### config.mk
export PLATFORM = sky130hd
export DESIGN_NAME = barrido_display_flat
export DESIGN_NICKNAME = d
export VERILOG_FILES = /design/src/rtl/barrido_display_pkg.sv /design/src/rtl/barrido_display_if.sv /design/src/rtl/barrido_display_bcd_a_7seg.sv /design/src/rtl/barrido_display.sv /design/src/flat_wrapper.sv
export SDC_FILE = /design/constraint.sdc
export NUM_CORES = 1
export LEC_CHECK = 0
export BUFFER_PORTS_ARGS = -buffer_cell sky130_fd_sc_hd__clkbuf_2
export CORE_MARGIN = 2
export CORE_UTILIZATION = 25
export CTS_CLUSTER_DIAMETER = 60
export DETAILED_ROUTE_END_ITERATION = 10
export GPL_TIMING_DRIVEN = 0
export SETUP_SLACK_MARGIN = 0.2
export SLEW_MARGIN = 20
export SYNTH_ARGS = -nofsm -noshare
export SYNTH_HDL_FRONTEND = slang
export SYNTH_HIERARCHICAL = 1
export SYNTH_SLANG_ARGS = --single-unit
### constraint.sdc
create_clock -name clk -period 4.3 [get_ports clk]
set_clock_uncertainty 0.1 [all_clocks]
set_input_delay 0.215 -clock clk [delete_from_list [all_inputs] [get_ports clk]]
set_output_delay 0.215 -clock clk [all_outputs]
set_load 0.05 [all_outputs]
### src/rtl/barrido_display_pkg.sv
// Shared constants, FSM state type and blanking helper for the display scanner.
// Optional build macro LZB_EN enables leading-zero blanking in the top level.
package display_pkg;

  localparam int N_DIG = 4;

  localparam logic [6:0] SEG_BLANK = 7'h7F;
  localparam logic [6:0] SEG_DASH  = 7'b0111111;

  typedef enum logic {
    ST_BLANK,
    ST_ON
  } state_t;

  // Leading-zero test for the digit d of a 4-nibble BCD word
  function automatic logic lzb_blank(
    input logic [15:0] w,
    input logic [1:0]  d
  );
    logic r;
    r = 1'b0;
    unique case (d)
      2'd3:    r = (w[15:12] == 4'd0);
      2'd2:    r = (w[15:8]  == 8'd0);
      2'd1:    r = (w[15:4]  == 12'd0);
      default: r = 1'b0;
    endcase
    return r;
  endfunction

endpackage

### src/rtl/barrido_display_if.sv
// Scan/data inputs and display pin outputs of the 4-digit scanner.
// master drives scan count and data, slave drives the display pins.
interface barrido_display_if;

  logic [1:0]  cuenta;
  logic        load;
  logic [15:0] datos;
  logic [3:0]  an_n;
  logic [6:0]  seg_n;
  logic        digito_ok;

  modport master (
    output cuenta, load, datos,
    input  an_n, seg_n, digito_ok
  );

  modport slave (
    input  cuenta, load, datos,
    output an_n, seg_n, digito_ok
  );

endinterface

### src/rtl/barrido_display_bcd_a_7seg.sv
// BCD nibble to active-low 7-segment pattern {g,f,e,d,c,b,a}.
// Non-decimal codes 10..15 render as a lone middle dash.
module bcd_a_7seg
  import display_pkg::*;
(
  input  logic [3:0] i_bcd,
  output logic [6:0] o_seg_n
);

  // Segment lookup
  always_comb begin
    o_seg_n = SEG_DASH;
    unique case (i_bcd)
      4'd0:    o_seg_n = 7'b1000000;
      4'd1:    o_seg_n = 7'b1111001;
      4'd2:    o_seg_n = 7'b0100100;
      4'd3:    o_seg_n = 7'b0110000;
      4'd4:    o_seg_n = 7'b0011001;
      4'd5:    o_seg_n = 7'b0010010;
      4'd6:    o_seg_n = 7'b0000010;
      4'd7:    o_seg_n = 7'b1111000;
      4'd8:    o_seg_n = 7'b0000000;
      4'd9:    o_seg_n = 7'b0010000;
      default: o_seg_n = SEG_DASH;
    endcase
  end

endmodule

### src/rtl/barrido_display.sv
// 4-digit common-anode scanner: double-buffered BCD word, blank-on-change FSM.
// Define LZB_EN to blank leading zeros (digit0 is always shown).
module barrido_display
  import display_pkg::*;
#(
  parameter int BLANK_CYC = 4,
  parameter int DATA_W    = 16
) (
  input  logic            clk,
  input  logic            reset,
  barrido_display_if.slave bus
);

  localparam int CW = $clog2(BLANK_CYC + 1);
  localparam logic [CW-1:0] BLK_LAST = CW'(BLANK_CYC - 1);

  logic [DATA_W-1:0] r_shadow;
  logic [DATA_W-1:0] r_active;
  logic [1:0]        r_sel_q;
  logic [CW-1:0]     r_bcnt;
  state_t            r_state;
  logic [3:0]        r_an_n;
  logic [6:0]        r_seg_n;
  logic              r_ok;

  logic              w_chg;
  logic              w_wrap;
  logic [3:0]        w_nib;
  logic [6:0]        w_dec;
  logic [6:0]        w_seg;

  assign w_chg  = (bus.cuenta != r_sel_q);
  assign w_wrap = (r_sel_q == 2'd3) && (bus.cuenta == 2'd0);
  assign w_nib  = r_active[4*r_sel_q +: 4];

  bcd_a_7seg u_dec (
    .i_bcd   (w_nib),
    .o_seg_n (w_dec)
  );

`ifdef LZB_EN
  assign w_seg = lzb_blank(r_active, r_sel_q) ? SEG_BLANK : w_dec;
`else
  assign w_seg = w_dec;
`endif

  // Shadow capture on load; frame-wrap commit into the displayed word
  always_ff @(posedge clk or negedge reset) begin
    if (!reset) begin
      r_shadow <= '0;
      r_active <= '0;
    end else begin
      if (bus.load)
        r_shadow <= bus.datos;
      if (w_wrap)
        r_active <= r_shadow;
    end
  end

  // Digit-change detect, blank interval count and registered pin drive
  always_ff @(posedge clk or negedge reset) begin
    if (!reset) begin
      r_sel_q <= 2'd0;
      r_bcnt  <= '0;
      r_state <= ST_BLANK;
      r_an_n  <= 4'b1111;
      r_seg_n <= SEG_BLANK;
      r_ok    <= 1'b0;
    end else if (w_chg) begin
      r_sel_q <= bus.cuenta;
      r_bcnt  <= '0;
      r_state <= ST_BLANK;
      r_an_n  <= 4'b1111;
      r_seg_n <= SEG_BLANK;
      r_ok    <= 1'b0;
    end else begin
      unique case (r_state)
        ST_BLANK: begin
          r_bcnt <= r_bcnt + CW'(1);
          if (r_bcnt == BLK_LAST) begin
            r_state <= ST_ON;
            r_an_n  <= ~(4'b0001 << r_sel_q);
            r_seg_n <= w_seg;
            r_ok    <= 1'b1;
          end
        end
        ST_ON:   r_state <= ST_ON;
        default: r_state <= ST_BLANK;
      endcase
    end
  end

  assign bus.an_n      = r_an_n;
  assign bus.seg_n     = r_seg_n;
  assign bus.digito_ok = r_ok;

endmodule

### src/flat_wrapper.sv
// flat-port wrapper written by rule: the top's interface ports become plain ports
module barrido_display_flat import display_pkg::*;
#(
  parameter int BLANK_CYC = 4,
  parameter int DATA_W    = 16
)
  (clk, reset, bus_cuenta, bus_load, bus_datos, bus_an_n, bus_seg_n, bus_digito_ok);
  barrido_display_if bus_i ();
  input  logic clk;
  input  logic reset;
  input wire logic [$bits(bus_i.cuenta)-1:0] bus_cuenta;
  input wire logic [$bits(bus_i.load)-1:0] bus_load;
  input wire logic [$bits(bus_i.datos)-1:0] bus_datos;
  output wire logic [$bits(bus_i.an_n)-1:0] bus_an_n;
  output wire logic [$bits(bus_i.seg_n)-1:0] bus_seg_n;
  output wire logic [$bits(bus_i.digito_ok)-1:0] bus_digito_ok;
  assign bus_i.cuenta = bus_cuenta;
  assign bus_i.load = bus_load;
  assign bus_i.datos = bus_datos;
  assign bus_an_n = bus_i.an_n;
  assign bus_seg_n = bus_i.seg_n;
  assign bus_digito_ok = bus_i.digito_ok;
  barrido_display #(.BLANK_CYC(BLANK_CYC), .DATA_W(DATA_W)) u_core (.clk(clk), .reset(reset), .bus(bus_i));
endmodule
; Word-level counts from Yosys, hierarchy flattened
; Memories as Yosys holds them, arrays and structs flattened.
; Index checks and enable logic that the tools add are counted.
[op_classes]
n_shift = 2
n_mux = 14
multipliers = 0
order_cmp = 0
n_reduce_logical = 4
bitwise = 2
n_eq_ne = 4
addsub = 1
div = 0
[ops]
columns = cell, n
row1 = 2-to-1 mux 7 bit, 3
row2 = variable part select 16 x 5 -> 4 bit, 1
row3 = 2-to-1 mux 4 bit, 3
row4 = 2-to-1 mux 3 bit, 2
row5 = 2-to-1 mux 1 bit, 5
row6 = inverter 4 bit, 1
row7 = "<< shifter 1 x 2 -> 4 bit, first input constant", 1
row8 = "adder 3 x 1 -> 3 bit, second input constant", 1
row9 = "== test 3 x 2 -> 1 bit, second input constant", 1
row10 = "== test 2 bit, second input constant", 1
row11 = logical NOT 2 bit, 1
row12 = != test 2 bit, 1
row13 = "!= test 2 bit, second input constant", 1
row14 = one-hot mux 1 bit (2 select lines), 1
row15 = AND reduction 2 bit, 1
row16 = nonzero test 2 bit, 1
row17 = logical AND 1 bit, 1
row18 = inverter 1 bit, 1
[totals]
inputBits = 21
ff_bits = 50
ram_bits = 0
memories = 1
rom_bits = 112
out_inout_bits = 12
latch_bits = 0
word_cells = 36
[mem_list]
columns = name, depth, width, read_ports, rd_ports_with_merged_regs, write_ports, line
row1 = (name not given), 16, 7, 1, 0, 0, barrido_display_bcd_a_7seg.sv:13  ; unique case (i_bcd)

; Logic depth before layout (Yosys ltp)
; Gate-level depths: netlist (run 1).
[depth]
word_depth = 5
ltp_mapped = 8
mapped_depth_nobuf = 7

; By module
; Netlist (run 1), hierarchy kept.
[by_module_without_submodules]
columns = module, seq_area_each_um2, area_each_um2, cells_per_inst, instances
row1 = barrido_display, 1265.0, 2099.5, 149, 1
row2 = bcd_a_7seg, 0.0, 224.0, 31, 1

; Least setup slack after synthesis (run 1)
; OpenSTA, ideal clock, no wires.
[synth_path]
kind = register to register
startpoint = reg u_core.r_sel_q[0]
endpoint = reg u_core.r_seg_n[3] (netlist: u_core/bus.seg_n[3])
arrival_time_ns = 1.840
t_required_ns = 4.136
path_buffers = 1
setup_time_ns = 0.064
stages_incl_launch_ff = 9
path_slack_ns = 2.296
synth_period_minus_slack_ns = 2.004
path_cell_list = dfrtp_1 > buf_6 > mux4_1 > inv_1 > ha_1 > and3b_1 > a21oi_1 > nand2_1 > nand3_1
[synth_via]
elab_chain_cells = 5
elab_cells_between_ends = 9
classes_between = eq/ne (2) / shift (1) / mux (3) / reduce/logical (2) / memory (1)
[synth_rtl]
columns = element, line
row1 = from (decl), barrido_display.sv:19  ; logic [1:0] r_sel_q;
row2 = from (signal assigned), barrido_display.sv:70  ; r_sel_q <= bus.cuenta;
row3 = variable part select 16 x 5 -> 4 bit, barrido_display.sv:34  ; assign w_nib = r_active[4*r_sel_q +: 4];
row4 = via u_core.w_nib[1], barrido_display.sv:28  ; logic [3:0] w_nib;
row5 = memory (16 x 7 bit), n/a
row6 = via u_core.w_dec[3], barrido_display.sv:29  ; logic [6:0] w_dec;
row7 = 2-to-1 mux 7 bit, barrido_display.sv:80  ; if (r_bcnt == BLK_LAST) begin
row8 = 2-to-1 mux 7 bit, barrido_display.sv:77  ; unique case (r_state)
row9 = 2-to-1 mux 7 bit, barrido_display.sv:69  ; end else if (w_chg) begin
row10 = to (signal assigned), barrido_display.sv:83  ; r_seg_n <= w_seg;
row11 = to (decl), barrido_display.sv:23  ; logic [6:0] r_seg_n;
; The timed path passes the listed nets, and every way through them passes these cells. The select of a mux whose other input is x is not followed.
; A chain may end at the register's enable or synchronous reset.

; Worst setup path in the final report (run 1)
; Same ends and word-level chain as after synthesis.

==> results of run 1 <==
==> power breakdown <==
part           internal (mW)  total, mW  switching [mW]
combinational          0.125      0.238           0.112
clock                  0.174      0.331           0.157
sequential             0.529      0.557          0.0286
==> per-stage QoR <==
step / util, % / instance area, um^2
after global placement: 28.74 / 2618
after CTS: 30.08 / 2740
after floorplan: - / 2323
after detailed placement: 28.76 / 2620
after global routing: 30.08 / 2740
final: 30.08 / 2740
==> cell type report <==
| class | instances | area [um^2] |
|---|---|---|
| fillers | 961 | 6369 |
| flip-flops and latches | 50 | 1265 |
| multi-input cells | 113 | 952.2 |
| repair buffers | 32 | 167.7 |
| well taps | 111 | 138.9 |
| plain buffers | 13 | 91.34 |
| clock buffers | 6 | 72.57 |
| clock inverters | 2 | 37.54 |
| inverters | 4 | 15.01 |
==> layer usage <==
metal,global-route usage [%],vias up
li1,-,697
met5,0,-
met4,3.477,0
met2,14.09,29
met3,2.786,4
met1,12.10,675
==> logic make-up after synthesis <==
logic type                 count (synthesis)
AOI/OAI and AO/OA                         14
adders and majority gates                  7
and+or+nand+nor                           51
buffers and inverters                     17
muxes                                     38
DFF                                       50
xor gates and xnor gates                   3
==> worst max path at each step <==
| stage | from | to | slack, ns | cells past startpoint |
|---|---|---|---|---|
| finish | u_core/r_sel_q[0] | u_core/bus.seg_n[3] | 2.09 | 8 |
| detailed placement | u_core/r_sel_q[0] | u_core/bus.seg_n[3] | 2.11 | 8 |
| CTS | u_core/r_sel_q[0] | u_core/bus.seg_n[3] | 2.09 | 8 |
| global placement | u_core/r_sel_q[0] | u_core/bus.seg_n[3] | 2.13 | 8 |
| global route | u_core/r_sel_q[0] | u_core/bus.seg_n[3] | 1.96 | 8 |
| floorplan | u_core/r_sel_q[0] | u_core/bus.seg_n[3] | 2.30 | 8 |
==> registers in the layout, indices dropped and copies added, names as in the netlist <==
register / cells
u_core/r_active: 16
u_core/r_shadow: 16
u_core/bus.seg_n: 7
u_core/bus.an_n: 4
u_core/r_bcnt: 3
u_core/r_sel_q: 2
u_core/bus.digito_ok: 1
u_core/r_state: 1
==> worst reg2reg max path: stages (launching register included) <==
cell and delay (ns):
dfrtp_1 0.35, buf_6 0.15, mux4_1 0.72, inv_1 0.16, ha_1 0.25, and3b_1 0.16, a21oi_1 0.13, nand2_1 0.07
nand3_1 0.08
==> layout by cell type (no fill, tap or decap) <==
cell,instances
a21o_1,1
a21oi_1,5
a31oi_1,1
and2b_1,1
and3b_1,2
buf_2,7
buf_6,3
buf_8,1
bufinv_16,1
clkbuf_1,3
clkbuf_2,30
clkbuf_4,1
clkbuf_8,5
clkinvlp_4,1
dfrtp_1,39
dfstp_2,11
dlygate4sd3_1,1
ha_1,7
inv_1,4
mux2_2,32
mux2i_1,2
mux4_1,4
nand2_1,17
nand2_4,1
nand2b_1,2
nand3_1,8
nor2_1,7
nor2b_1,2
nor3_1,4
nor3_4,1
nor3b_1,4
o21a_1,2
o21ai_0,4
o31ai_1,1
or2_0,1
or2b_1,1
xor2_1,3
==> repair_timing <==
| action | CTS | global route |
|---|---|---|
| buffers inserted | 0 | 0 |
| hold buffers | 1 | 0 |
| hold endpoints to repair | 39 | 0 |
==> results by group, run 1 <==
Critical path
  • RR Startpoint: u_core/r_sel_q[0]
  • Slowest library cell on the worst path: mux4_1
  • Critical Path End Type: flip-flop
  • CP cell instances: buf_6, mux4_1, inv_1, ha_1, and3b_1, a21oi_1, nand2_1, nand3_1
  • Critical path type: flip-flop to flip-flop
  • Top delay family on crit path: multiplexers
  • Peak per-stage delay on the critical path: ~0.7 ns
  • Worst path buffer plus inverter count: 2
  • Startpoint Class: flip-flop
  • Reg2Reg Setup Slack: ~2.1 ns
  • Worst Path Max Fanout: 9
  • Arr. time, crit path: 2.36 ns
  • R2r worst-path depth: 8
  • R2R Path End: u_core/bus.seg_n[3]
  • CP required: between 4 and 5 ns

Drt
  • Met2 WL: between 1500 and 2000 um
  • Via-per-instance ratio: about 4.2
  • Top sig layer: met4
  • Met3 WL: 183 um
  • DRC violations left: 0
  • Via count: ~1400
  • Routed WL: between 4000 and 5000 um
  • ANT nets after route: 0
  • Met1 WL: 2031 um
  • Iteration-0 DRC Markers: 32
  • TritonRoute pass-1 iters: 4
  • Post-DR wirelength/cell: ~13 um

Clock tree
  • Cts repair resizes: 0
  • Root buffer cell: clkbuf_8
  • Clock tree sinks: 50
  • Worst skew pair latency: roughly 0.3 ns
  • Cts bufs inserted: 5
  • Clock transition at the registers of the reported paths: about 0.090 ns
  • Max clock buf depth: 2
  • TritonCTS clock tree: yes
  • H-tree lvl count: 2

Synth
  • Compound-Gate Fraction of Synth Area: approximately 3.5%
  • Main synth FF type: dfrtp_1
  • EDFF count, synth: 0
  • Most common cell in the synthesized netlist: dfrtp_1
  • Post-Syn Area: ~2300 um^2
  • Commonest cells post-synth: 39 x dfrtp_1, 32 x mux2_2, 17 x nand2_1, 11 x dfstp_2, 8 x nand3_1
  • XOR/XNOR share of the synthesized area: under 10%
  • Largest family of logic cells by synthesized area: multiplexers
  • Sequential-to-total area share from yosys stat: a little over half
  • Synth Instances: 180
  • Mux cell area share after synthesis: 20.89%
  • Synth cell types: 31
  • Net count after synthesis: 208
  • Post-synthesis area per instance: ~13 um^2
  • Async set or reset register ratio after synthesis: between 90% and 100%
  • Largest area contributor in the netlist: dfrtp_1
  • Top post-synthesis cells by area: dfrtp_1 42%, mux2_2 16%, dfstp_2 12%
  • Yosys reg bits: 50
  • Simple-gate share of the synthesized area: roughly an eighth
  • Adder-Cell Fraction of Synth Area: approximately 3.8%
  • Synthesis Warnings: 6
  • Synth top area share: between 40% and 50%

Power
  • VDD IR-drop max: 0.1900 mV
  • Power Dens Cells: about 410 nW/um^2
  • Leak Pwr: between 1 and 1.5 nW
  • Design Power: about 1.1 mW

Timing
  • RSZ-0062 raised after global routing: no
  • Fin Setup TNS: 0 ns
  • Fin crit period: 2.210 ns
  • Worst hold slack: 0.03603 ns
  • Part of the cycle the worst path needs: roughly half
  • Final hold vios: 0
  • Rel. slew slack: about 55%
  • Max-slew violation count: 0
  • F_max: 0.4525 GHz
  • Final worst slack: roughly 2.1 ns
  • Slew @ Worst Pin: slightly below 0.7 ns
  • Final setup violation count: 0

Final layout
  • Non-Filler Instances: between 300 and 400
  • Diode count: 0
  • Area grow syn2layout: 17.93%
  • Final nets: 247
  • Fraction of layout cells with a size suffix above 1: a little over two fifths

Global routing
  • First-pass GRT wire length: a little over 7000 um
  • Pin count of the biggest net entering global routing: 51
  • Overflow after GRT: 0
  • Initial antenna violation count: 0
  • Gr usage total: 9.142%
  • Number of global-route vias before repair: approximately 1500

Die
  • Starting Density: about a quarter
  • Boundary pin count: 33
  • Core area: just over 9000 um^2
  • Die Height: approximately 100 um
  • Die extent in x: roughly 100 um
  • Die Area: 10080 um^2
  • Core Rows: 35

Worst hold path
  • Worst Hold End: u_core/r_shadow[14]
  • Hold depth: 2
  • Hold wc startpoint: bus_datos[14]
  • Hold/Removal Path Class: input port to flip-flop

Status
  • Run status: finished, final reports clean

Place
  • Placement Setup Slack: around 2.1 ns
  • Placed cells: approximately 320
  • Routability cong.: ~0.69
  • Post-DP HPWL: 2992 um
  • IO buf count: 31

Run
  • Max-cap viol count: 0
Power figures use the tool's default switching activity.
==> run 2: changes to the inputs <==
clock period = 2.2 ns   (was 4.3 ns; I/O delays follow)
==> results by group, run 2 (synthesis results as in run 1) <==
Global routing
  • Initial antenna violation count: 0 (unchanged)
  • First-pass GRT wire length: 7583 um (+6.5%)
  • Number of global-route vias before repair: 1531 (+3.6%)
  • Gr usage total: 9.502% (+0.36 points)
  • Pin count of the biggest net entering global routing: 51 (unchanged)
  • Overflow after GRT: 0 (unchanged)

Clock tree
  • Max clock buf depth: 2 (unchanged)
  • Clock transition at the registers of the reported paths: 0.10 ns (about the same)
  • Worst skew pair latency: 0.31 ns (about the same)
  • TritonCTS clock tree: yes
  • H-tree lvl count: 2 (unchanged)
  • Clock tree sinks: 50 (unchanged)
  • Root buffer cell: clkbuf_8
  • Cts bufs inserted: 5 (unchanged)

Final layout
  • Commonest non-fill, non-tap cell in the layout: dfrtp_1
  • Most frequent cells in the layout: 39 x dfrtp_1, 32 x mux2_2, 30 x clkbuf_2
  • Fillers: 942 (-2.0%)
  • Final nets: 269 (+8.9%)
  • Post-layout util: 32.87% (+2.8 points)
  • Diode count: 0 (unchanged)
  • Area grow syn2layout: 28.86%
  • Fraction of layout cells with a size suffix above 1: 45.87% (+3.1 points)

Die
  • Core area: 9109 um^2 (unchanged)
  • Die Height: 100.4 um (unchanged)
  • Die Area: 10080 um^2 (unchanged)
  • Die extent in x: 100.4 um (unchanged)
  • Core Rows: 35 (unchanged)
  • Starting Density: 25.51% (unchanged)
  • Boundary pin count: 33 (unchanged)

Critical path
  • Startpoint Class: flip-flop
  • Critical Path End Type: flip-flop
  • Crit path top cell by count: buf_6
  • Worst path buffer plus inverter count: 2 (unchanged)
  • Top delay family on crit path: multiplexers
  • Worst Path Max Fanout: 5 (-4)
  • CP required: 2.34 ns (-2.11 ns)
  • Slowest library cell on the worst path: mux4_2
  • Arr. time, crit path: 2.11 ns (-0.25 ns)
  • Critical path type: flip-flop to flip-flop
  • Peak per-stage delay on the critical path: 0.54 ns (-0.17 ns)
  • CP cell instances: buf_6, mux4_2, buf_6, ha_4, and3b_1, a31oi_1, nand2_1, nand3_1

Run
  • Max-cap viol count: 0 (unchanged)

Status
  • Run status: finished, final reports clean

Drt
  • ANT nets after route: 0 (unchanged)
  • Routed WL: 4295 um (+2.9%)
  • DRC violations left: 0 (unchanged)
  • Via count: 1528 (+8.8%)
  • Iteration-0 DRC Markers: 27 (-16%)
  • TritonRoute pass-1 iters: 4 (unchanged)
  • Via-per-instance ratio: 4.329 (+2.0%)
  • Post-DR wirelength/cell: 12.17 um (-3.5%)

Power
  • Combinational share of power: 26.9% (+5.8 points)
  • Switching power: 645.1 uW (+120%)
  • Int Power: 1.629 mW (+97%)
  • Design Power: 2.275 mW (+100%)
  • VDD IR-drop max: 0.3381 mV (+78%)
  • Clock Power Share: 25.1% (-4.3 points)
  • Flop pwr share: 48.0% (-1.5 points)
  • Power Dens Cells: 759.7 nW/um^2 (+85%)
  • Leak Pwr: 1.332 nW (+6.7%)
  • Switching fraction of total power: 28.36% (+1.9 points)

Place
  • IO buf count: 31 (unchanged)
  • Routability cong.: 0.7079 (+2.7%)
  • Placement Setup Slack: 0.04385 ns (-2.069 ns)
  • Post-DP HPWL: 2978 um (-0.47%)

Timing
  • Final hold vios: 0 (unchanged)
  • Fin crit period: 1.965 ns (-0.2455 ns)
  • Part of the cycle the worst path needs: 89.30% (+38 points)
  • Final worst slack: 0.2354 ns (-1.854 ns)
  • Slew @ Worst Pin: 0.6667 ns (-0.01131 ns)
  • Max-slew violation count: 0 (unchanged)
  • Final setup violation count: 0 (unchanged)
  • F_max: 0.5090 GHz (+12%)
  • RSZ-0062 raised after global routing: yes
  • Rel. slew slack: 55.55% (+0.75 points)
  • Fin Setup TNS: 0 ns (unchanged)

Worst hold path
  • Hold/Removal Path Class: input port to flip-flop
[run 2: changes by cell type in the layout (fill, tap and decap cells not counted), sizes merged]
cell,change
buf,+4
bufinv,-1
clkinv,+2
clkinvlp,-1
dlygate4sd3,+18
[run 2: power groups by stage]
stage,registers (mW),clock network (mW),logic (mW)
after global placement,1.11,0,0.461
after global routing,1.11,0.637,0.684
final,1.09,0.572,0.611
after floorplan,1.09,0,0.363
after CTS,1.09,0.590,0.523
after detailed placement,1.11,0,0.475
[run 2: per-stage QoR]
| stage | hold slack (ns) | instance area, um^2 | instances |
|---|---|---|---|
| after floorplan | -0.2856 | 2320 | 180 |
| after global placement | 0.2419 | 2614 | 322 |
| after detailed placement | 0.1175 | 2616 | 322 |
| after CTS | 0.09506 | 2925 | 352 |
| after global routing | 0.08167 | 2994 | 353 |
| final | 0.08959 | 2994 | 353 |
[run 2: metal layers]
layer | global-route usage, % | part of all wire (%)
met5 | 0 | 0
met2 | 14.46 | 46
met3 | 2.577 | 4.2
met1 | 13.12 | 49
met4 | 3.161 | 1.0
[run 2: path summary, 6_finish.rpt]
path                                        to  slack [ns]                 from  depth (start not counted)
max                        u_core/bus.seg_n[4]        0.24    u_core/r_sel_q[0]                          8
min                         u_core/r_shadow[3]        0.09             bus_load                          2
max reg2reg                u_core/bus.seg_n[4]        0.24    u_core/r_sel_q[0]                          8
min reg2reg                u_core/bus.seg_n[4]        0.39  u_core/bus.seg_n[4]                          2
max in group asynchronous  u_core/r_active[13]        1.26                reset                          2
min in group asynchronous       u_core/r_state        0.30                reset                          2
[run 2: cell type report]
class | count | area (um^2) | area share [%]
Buffer | 13 | 93.84 | 3.134
Inverter | 4 | 17.52 | 0.5850
Multi-Input combinational cell | 113 | 993.5 | 33.18
Clock inverter | 2 | 17.52 | 0.5850
Clock buffer | 6 | 82.58 | 2.758
Sequential cell | 50 | 1265 | 42.25
Timing Repair Buffer | 54 | 385.4 | 12.87
Tap cell | 111 | 138.9 | 4.639
[run 2: repair_timing]
item / CTS / global route
pin swaps: 0 / 5
buffers inserted: 3 / 1
gates resized for setup: 2 / 17
endpoints found under the setup margin: 4 / 6
hold buffers: 19 / 0
hold endpoints to repair: 57 / 0
[run 2: worst register-to-register path, cell delays in order, from the launching register on]
cell and delay, ns:
dfrtp_1 0.35, buf_6 0.13, mux4_2 0.54, buf_6 0.16, ha_4 0.14, and3b_1 0.15
a31oi_1 0.17, nand2_1 0.08, nand3_1 0.08
